**src/rtl/riscv_pkg.sv**
```systemverilog
// Shared pipeline definitions: datapath width default and MEM-stage FSM encoding.
package riscv_pkg;

   localparam int BIT_W_DEF = 32;

   typedef enum logic [1:0] {
      ST_IDLE = 2'd0,
      ST_WAIT = 2'd1,
      ST_HOLD = 2'd2
   } mem_state_t;

endpackage

```
**src/rtl/mem_wb_reg.sv**
```systemverilog
// MEM/WB pipeline register: captures write-back data, destination and enable on load_en.
module mem_wb_reg #(
   parameter int BIT_W = 32
) (
   input  logic             clk,
   input  logic             rst_n,
   input  logic             load_en,
   input  logic [BIT_W-1:0] wb_data_d,
   input  logic [4:0]       rd_d,
   input  logic             regwr_d,
   output logic [BIT_W-1:0] wb_data,
   output logic [4:0]       rd_out,
   output logic             regwr_out
);

   always_ff @(posedge clk) begin
      if (!rst_n) begin
         wb_data   <= '0;
         rd_out    <= '0;
         regwr_out <= 1'b0;
      end else if (load_en) begin
         wb_data   <= wb_data_d;
         rd_out    <= rd_d;
         regwr_out <= regwr_d;
      end
   end

endmodule

```
**src/rtl/mem_stage.sv**
```systemverilog
// Memory pipeline stage: issues one D-cache word access per instruction, buffers read data
// when the rest of the pipeline is held, and feeds the MEM/WB register.
module mem_stage
   import riscv_pkg::*;
#(
   parameter int BIT_W = BIT_W_DEF
) (
   input  logic             clk,
   input  logic             rst_n,
   input  logic [BIT_W-1:0] alu_result_in,
   input  logic [BIT_W-1:0] mem_wdata_in,
   input  logic [4:0]       rd_in,
   input  logic [BIT_W-1:0] pc_step_in,
   input  logic             memrd_in,
   input  logic             memwr_in,
   input  logic             mem2reg_in,
   input  logic             regwr_in,
   input  logic             jump_in,
   input  logic             stall_in,
   output logic             dmem_ren,
   output logic             dmem_wen,
   output logic [29:0]      dmem_addr,
   output logic [BIT_W-1:0] dmem_wdata,
   input  logic [BIT_W-1:0] dmem_rdata,
   input  logic             dmem_stall,
   output logic             mem_stall,
   output logic [BIT_W-1:0] fwd_mem_data,
   output logic [BIT_W-1:0] wb_data,
   output logic [4:0]       rd_out,
   output logic             regwr_out,
   output mem_state_t       state_dbg
);

   mem_state_t       state_q, state_d;
   logic [BIT_W-1:0] buf_q;
   logic [BIT_W-1:0] rdata_sel;
   logic [BIT_W-1:0] wb_d;
   logic             access;
   logic             ren_c, wen_c, stall_c;
   logic             commit, buf_en;
   logic             unused_addr_bits;

   assign access           = memrd_in | memwr_in;
   assign dmem_addr        = alu_result_in[31:2];
   assign unused_addr_bits = ^alu_result_in[1:0];
   assign dmem_wdata       = mem_wdata_in;
   assign fwd_mem_data     = jump_in ? pc_step_in : alu_result_in;
   assign state_dbg        = state_q;

   // Reset masks the strobes and stall combinationally so nothing leaks out mid-reset.
   assign dmem_ren  = rst_n & ren_c;
   assign dmem_wen  = rst_n & wen_c;
   assign mem_stall = rst_n & stall_c;

   always_comb begin
      state_d   = state_q;
      ren_c     = 1'b0;
      wen_c     = 1'b0;
      stall_c   = 1'b0;
      commit    = 1'b0;
      buf_en    = 1'b0;
      rdata_sel = dmem_rdata;
      case (state_q)
         ST_IDLE: begin
            if (access) begin
               ren_c   = memrd_in & ~memwr_in;
               wen_c   = memwr_in;
               stall_c = 1'b1;
               state_d = ST_WAIT;
            end else begin
               commit = !stall_in;
            end
         end
         ST_WAIT: begin
            if (dmem_stall) begin
               ren_c   = memrd_in & ~memwr_in;
               wen_c   = memwr_in;
               stall_c = 1'b1;
            end else if (!stall_in) begin
               commit  = 1'b1;
               state_d = ST_IDLE;
            end else begin
               buf_en  = 1'b1;
               state_d = ST_HOLD;
            end
         end
         ST_HOLD: begin
            // Access already finished; wait out the external hold using the buffered data.
            rdata_sel = buf_q;
            if (!stall_in) begin
               commit  = 1'b1;
               state_d = ST_IDLE;
            end
         end
         default: state_d = ST_IDLE;
      endcase
   end

   assign wb_d = mem2reg_in ? rdata_sel : (jump_in ? pc_step_in : alu_result_in);

   always_ff @(posedge clk) begin
      if (!rst_n) begin
         state_q <= ST_IDLE;
         buf_q   <= '0;
      end else begin
         state_q <= state_d;
         if (buf_en) buf_q <= dmem_rdata;
      end
   end

   mem_wb_reg #(.BIT_W(BIT_W)) u_mem_wb_reg (
      .clk       (clk),
      .rst_n     (rst_n),
      .load_en   (commit),
      .wb_data_d (wb_d),
      .rd_d      (rd_in),
      .regwr_d   (regwr_in),
      .wb_data   (wb_data),
      .rd_out    (rd_out),
      .regwr_out (regwr_out)
   );

endmodule

```
**config.mk**
```make
export PLATFORM = sky130hd
export DESIGN_NAME = mem_stage
export DESIGN_NICKNAME = d
export VERILOG_FILES = /design/src/rtl/riscv_pkg.sv /design/src/rtl/mem_wb_reg.sv /design/src/rtl/mem_stage.sv
export SDC_FILE = /design/constraint.sdc
export NUM_CORES = 1
export LEC_CHECK = 0
export BUFFER_PORTS_ARGS = -buffer_cell sky130_fd_sc_hd__buf_4
export CAP_MARGIN = 10
export CORE_MARGIN = 4
export CORE_UTILIZATION = 35
export CTS_CLUSTER_SIZE = 24
export DETAILED_ROUTE_END_ITERATION = 16
export HOLD_SLACK_MARGIN = 0.02
export MAX_ROUTING_LAYER = met4
export PLACE_DENSITY = 0.65
export SKIP_LAST_GASP = 1
export SYNTH_ARGS = -nofsm -noshare
export SYNTH_HDL_FRONTEND = slang
export SYNTH_HIERARCHICAL = 1
export SYNTH_SLANG_ARGS = --single-unit
```
**constraint.sdc**
```tcl
create_clock -name clk -period 1.81 [get_ports clk]
set_input_delay 0.181 -clock clk [delete_from_list [all_inputs] [get_ports clk]]
set_output_delay 0.181 -clock clk [all_outputs]
set_load 0.1 [all_outputs]
```
# Word-level counts from Yosys, hierarchy flattened

Cells that the tools add are included.

Flip-flop bits (word level): 72
Output and inout bits: 137

Equality and inequality tests: 5
Mux-type cells: 24
Bitwise logic cells: 6
Reduce and logical (&&, ||, !) cells: 3

Operator list:

| operator                                            | count |
|---|---|
| 2-to-1 mux 32 bit                                   | 3 |
| 2-to-1 mux 1 bit                                    | 12 |
| 2-to-1 mux 2 bit                                    | 4 |
| inequality test 2 bit, second input constant        | 3 |
| case mux 1 bit (2 select lines)                     | 3 |
| case mux 2 bit (3 select lines)                     | 1 |
| AND 1 bit                                           | 4 |
| case mux 1 bit (3 select lines)                     | 1 |
| AND reduction 3 bit                                 | 1 |
| equality test 2 x 1 -> 1 bit, second input constant | 1 |
| equality test 2 bit, second input constant          | 1 |
| logical NOT 2 bit                                   | 1 |
| logical NOT 1 bit                                   | 1 |
| inverter 1 bit                                      | 1 |
| bitwise OR 1 bit                                    | 1 |

# Depth between registers and ports, before layout

Depth in word-level cells: 5
Gate-level depth with buffers: 8
Depth with buffers taken out: 4

# Hierarchy

Netlist, hierarchy kept.

Modules (own cells, without submodules):

| module     | times used | cells each | area an instance (um^2) | sequential area each (um^2) |
|---|---|---|---|---|
| mem_stage  | 1          | 404        | 3,477.1                 | 680.7 |
| mem_wb_reg | 1          | 122        | 1,455.1                 | 760.7 |

# Least setup slack after synthesis

OpenSTA, ideal clock, no wires.

Kind: register to output
Start: register state_q[0] (netlist: state_dbg[0])
End: output port mem_stall
Arrival: 3.519 ns
Setup slack: -1.890 ns
Cell stages (with the launch flop): 5
Cells stage by stage: dfxtp_1 buf_4 buf_2 nor3_1 nor3_1

Longest elaborated chain between the ends: 3
Elaborated cells on any way between the ends: 4
Classes of those cells: 1 x eq/ne; 1 x mux; 1 x bitwise; 1 x reduce/logical

Ends and longest elaborated chain:

| item                                                                     | RTL line         | text |
|---|---|---|
| start, declared                                                          | mem_stage.sv:34  | `mem_state_t state_q, state_d;` |
| start signal, assigned                                                   | mem_stage.sv:106 | `state_q <= state_d;` |
| equality test 2 x 1 -> 1 bit / logical NOT 2 bit (equally long branches) | mem_stage.sv:63  | `case (state_q)` |
| case mux 1 bit (2 select lines) (*)                                      | mem_stage.sv:63  |  |
| AND 1 bit (*)                                                            | mem_stage.sv:53  | `assign mem_stall = rst_n & stall_c;` |
| end, declared                                                            | mem_stage.sv:26  | `output logic mem_stall,` |

Every way passes the cells marked *; elsewhere a longest branch is shown, timed or not.

# Worst setup path in the final report

Start: register state_q[1] (netlist: state_dbg[1])
End: output port dmem_ren

Longest elaborated chain between the ends: 3
Elaborated cells on any way between the ends: 4
Classes of those cells: 1 x eq/ne; 1 x mux; 1 x bitwise; 1 x reduce/logical

Ends and longest elaborated chain:

| item                                                                     | RTL line        | text |
|---|---|---|
| equality test 2 x 1 -> 1 bit / logical NOT 2 bit (equally long branches) | mem_stage.sv:63 |  |
| case mux 1 bit (2 select lines) (*)                                      | mem_stage.sv:63 |  |
| AND 1 bit (*)                                                            | mem_stage.sv:51 | `assign dmem_ren = rst_n & ren_c;` |
| end, declared                                                            | mem_stage.sv:20 | `output logic dmem_ren,` |

Marks and branches as above.

==> impl_metrics.json <==
{
  "power_mw": 5.86,
  "maxSlewViolCount": 0,
  "syn_avg_cell_area_um2": 9.38,
  "slowest_delay_ps": 350,
  "syn_area_mm2": 0.00493,
  "clock_latency_ps": 340,
  "arrival_ps": 1550,
  "die-area_mm2": 0.0161,
  "cts_sinks": 72,
  "required_ps": 1630,
  "crit_type": "flip-flop to primary output",
  "yosysTopAreaCell": "dfxtp_1",
  "grt_pass1_vias": 4277,
  "ir_worst_vdd_mv": 0.588,
  "r2r_start": "state_dbg[1]$_SDFFE_PN0P_",
  "synth_edf_count": 0,
  "min_period_ps": 1730,
  "numCtsBuffers": 9,
  "p_leak_nw": 2.91,
  "async_flop_share_pct": 0,
  "die_w_um": 127,
  "dp.final_hpwl_mm": 10.3,
  "htree_levels": 3,
  "cts_tree": "yes",
  "dp.cells": 830,
  "synth_top_area_share_pct": 29.2,
  "overflow": 0,
  "min_period_over_period_pct": 95.4,
  "tns_ps": 0,
  "final_cell_count_no_fill": 848,
  "pin_count": 279,
  "worstMarginPinSlew_ps": 441,
  "cap_violations": 0,
  "start_util_pct": 35.7,
  "diodes": 0,
  "via_per_inst": 4.83,
  "rsz0062_at_grt": "no",
  "ys_seq_elements": 72,
  "fin_nets": 805,
  "drive_gt1_share_pct": 43.0,
  "antenna_found_initial": 0,
  "max_freq_mhz": 579,
  "synthesis.nets": 668,
  "holdWs_ps": 101,
  "yosysMostFrequentCell": "mux2i_1",
  "fp.dieH_um": 127,
  "final_cell_area_mm2": 0.00661,
  "syn_to_final_growth_pct": 33.9,
  "worstSetupStartpoint": "state_dbg[1]$_SDFFE_PN0P_",
  "hold_viol": 0,
  "port_buffers": 214,
  "hp-start": "stall_in",
  "vias": 4099,
  "fillerInstances": 1330,
  "place_congestion": 0.788,
  "grt_pass1_wl_mm": 21.9,
  "power_density_mw_per_mm2": 887,
  "drt-initial-drc-count": 129,
  "firstDrtPassIters": 4,
  "synthTopCellsByCount": "mux2i_1, dfxtp_1, nor2b_1",
  "routedWlPerCell_um": 16.4,
  "netlist_instances": 526,
  "ys_warn_count": 6,
  "drc": 0,
  "post_dp_cell_area_mm2": 0.00625,
  "routed_wl_mm": 13.9,
  "cts_root_buffer": "clkbuf_16",
  "hold_class": "input port to flip-flop",
  "worst_setup_path_start_kind": "flip-flop",
  "slew_headroom_pct": 70.2,
  "postCtsHoldBufs": 0,
  "clk_pin_slew_ps": 60,
  "yosys-top-cells-area": "dfxtp_1, mux2i_1, buf_4",
  "crit_slowest_cell": "dfxtp_4",
  "grt_start_max_net_pins": 104,
  "yosysSeqAreaShare_pct": 29.2,
  "rows": 43,
  "crit_fanout": 5,
  "outcome": "finished, final reports clean",
  "synth_cell_types": 25,
  "antenna_violating_nets_post_route": 0,
  "cp-end-kind": "primary output",
  "grt_use_total_pct": 17.2,
  "crit_chain": "buf_12 -> nand2b_4 -> nor4b_4 -> buf_6",
  "synthFlopType": "dfxtp_1",
  "core-area_mm2": 0.0138,
  "clock_skew_ps": 4.49,
  "clock_path_buffers": 2,
  "setup_viol": 0
}
[per-layer routing]
| layer | GRT usage, % | share of wire [%] | wire length (µm) | vias up |
|---|---|---|---|---|
| met2 | 29.7 | 52 | 7300 | 124 |
| met3 | 4.88 | 6.3 | 878 | 29 |
| met1 | 19.5 | 40 | 5580 | 1938 |
| met5 | - | 0 | 0 | - |
| met4 | 4.73 | 1.3 | 184 | 0 |
| li1 | - | - | - | 2008 |
[layout by cell type (no fill, tap or decap), types with 2 or more instances in the layout]
| cell type | count |
|---|---|
| a221oi_1 | 3 |
| nor2b_1 | 70 |
| clkbuf_16 | 9 |
| clkbuf_8 | 4 |
| nand2_1 | 65 |
| buf_4 | 224 |
| dfxtp_4 | 2 |
| buf_12 | 7 |
| a221oi_2 | 29 |
| mux2i_1 | 102 |
| inv_1 | 32 |
| nor3_1 | 2 |
| dfxtp_1 | 70 |
| nor4bb_1 | 32 |
[worst max-delay path, delay by kind of cell (launching register included)]
| kind | cells | cell delay, ps |
|---|---|---|
| buf+inv | 2 | 380 |
| simple gates | 2 | 470 |
| flops | 1 | 350 |
[per-stage QoR]
step                setup WS (ps)  util [%]
floorplan                    -353         -
CTS                          12.6      47.6
finish                       83.1      47.8
detailed placement            145      45.2
global placement              203      45.2
global route                 8.10      47.8
[flip-flops by register name, indices dropped and copies added, names as in the netlist]
signal and count:
u_mem_wb_reg/rd_out 5, buf_q 32, state_dbg 2, u_mem_wb_reg/wb_data 32, u_mem_wb_reg/regwr_out 1
[layout make-up]
cell class                 count  area [µm²]  share of cell area, %
timing repair buffer         232        1830                   27.8
clock buffer                  14         284                   4.30
tap                          180         225                   3.41
sequential                    72        1450                   21.9
clock inverter                 2        35.0                  0.530
multi-input combinational    315        2660                   40.2
inverter                      33         124                   1.88
[where the power goes]
| part | switching, mW | internal, mW |
|---|---|---|
| clock network | 0.682 | 1.22 |
| logic | 1.60 | 0.654 |
| registers | 0.0465 | 1.67 |
| total | 2.32 | 3.54 |
[what timing repair did]
action,4_1_cts,5_1_grt
setup buffers,0,2
endpoints found under the setup margin,3,2
pin swaps,0,1
gates cloned,0,0
resized for setup,2,3
[worst paths after layout]
kind / endpoint / slack, ps / cells after the start
hold / removal: state_dbg[1]$_SDFFE_PN0P_ / 100 / 3
setup / recovery: dmem_ren / 80 / 4
hold reg to reg: buf_q[16]$_SDFFE_PN0P_ / 460 / 2
setup reg to reg: u_mem_wb_reg/wb_data[15]$_SDFFE_PN0P_ / 140 / 5
[cell families (layout without fill, tap and decap cells)]
| family | count (synthesis) | after routing | share of synthesized area (%) |
|---|---|---|---|
| simple gates | 178 | 178 | 22.0 |
| buf+inv | 139 | 281 | 18.3 |
| mux | 102 | 102 | 20.7 |
| flops | 72 | 72 | 29.2 |
| compound gates | 35 | 35 | 9.79 |
Power figures use the tool's default switching activity.
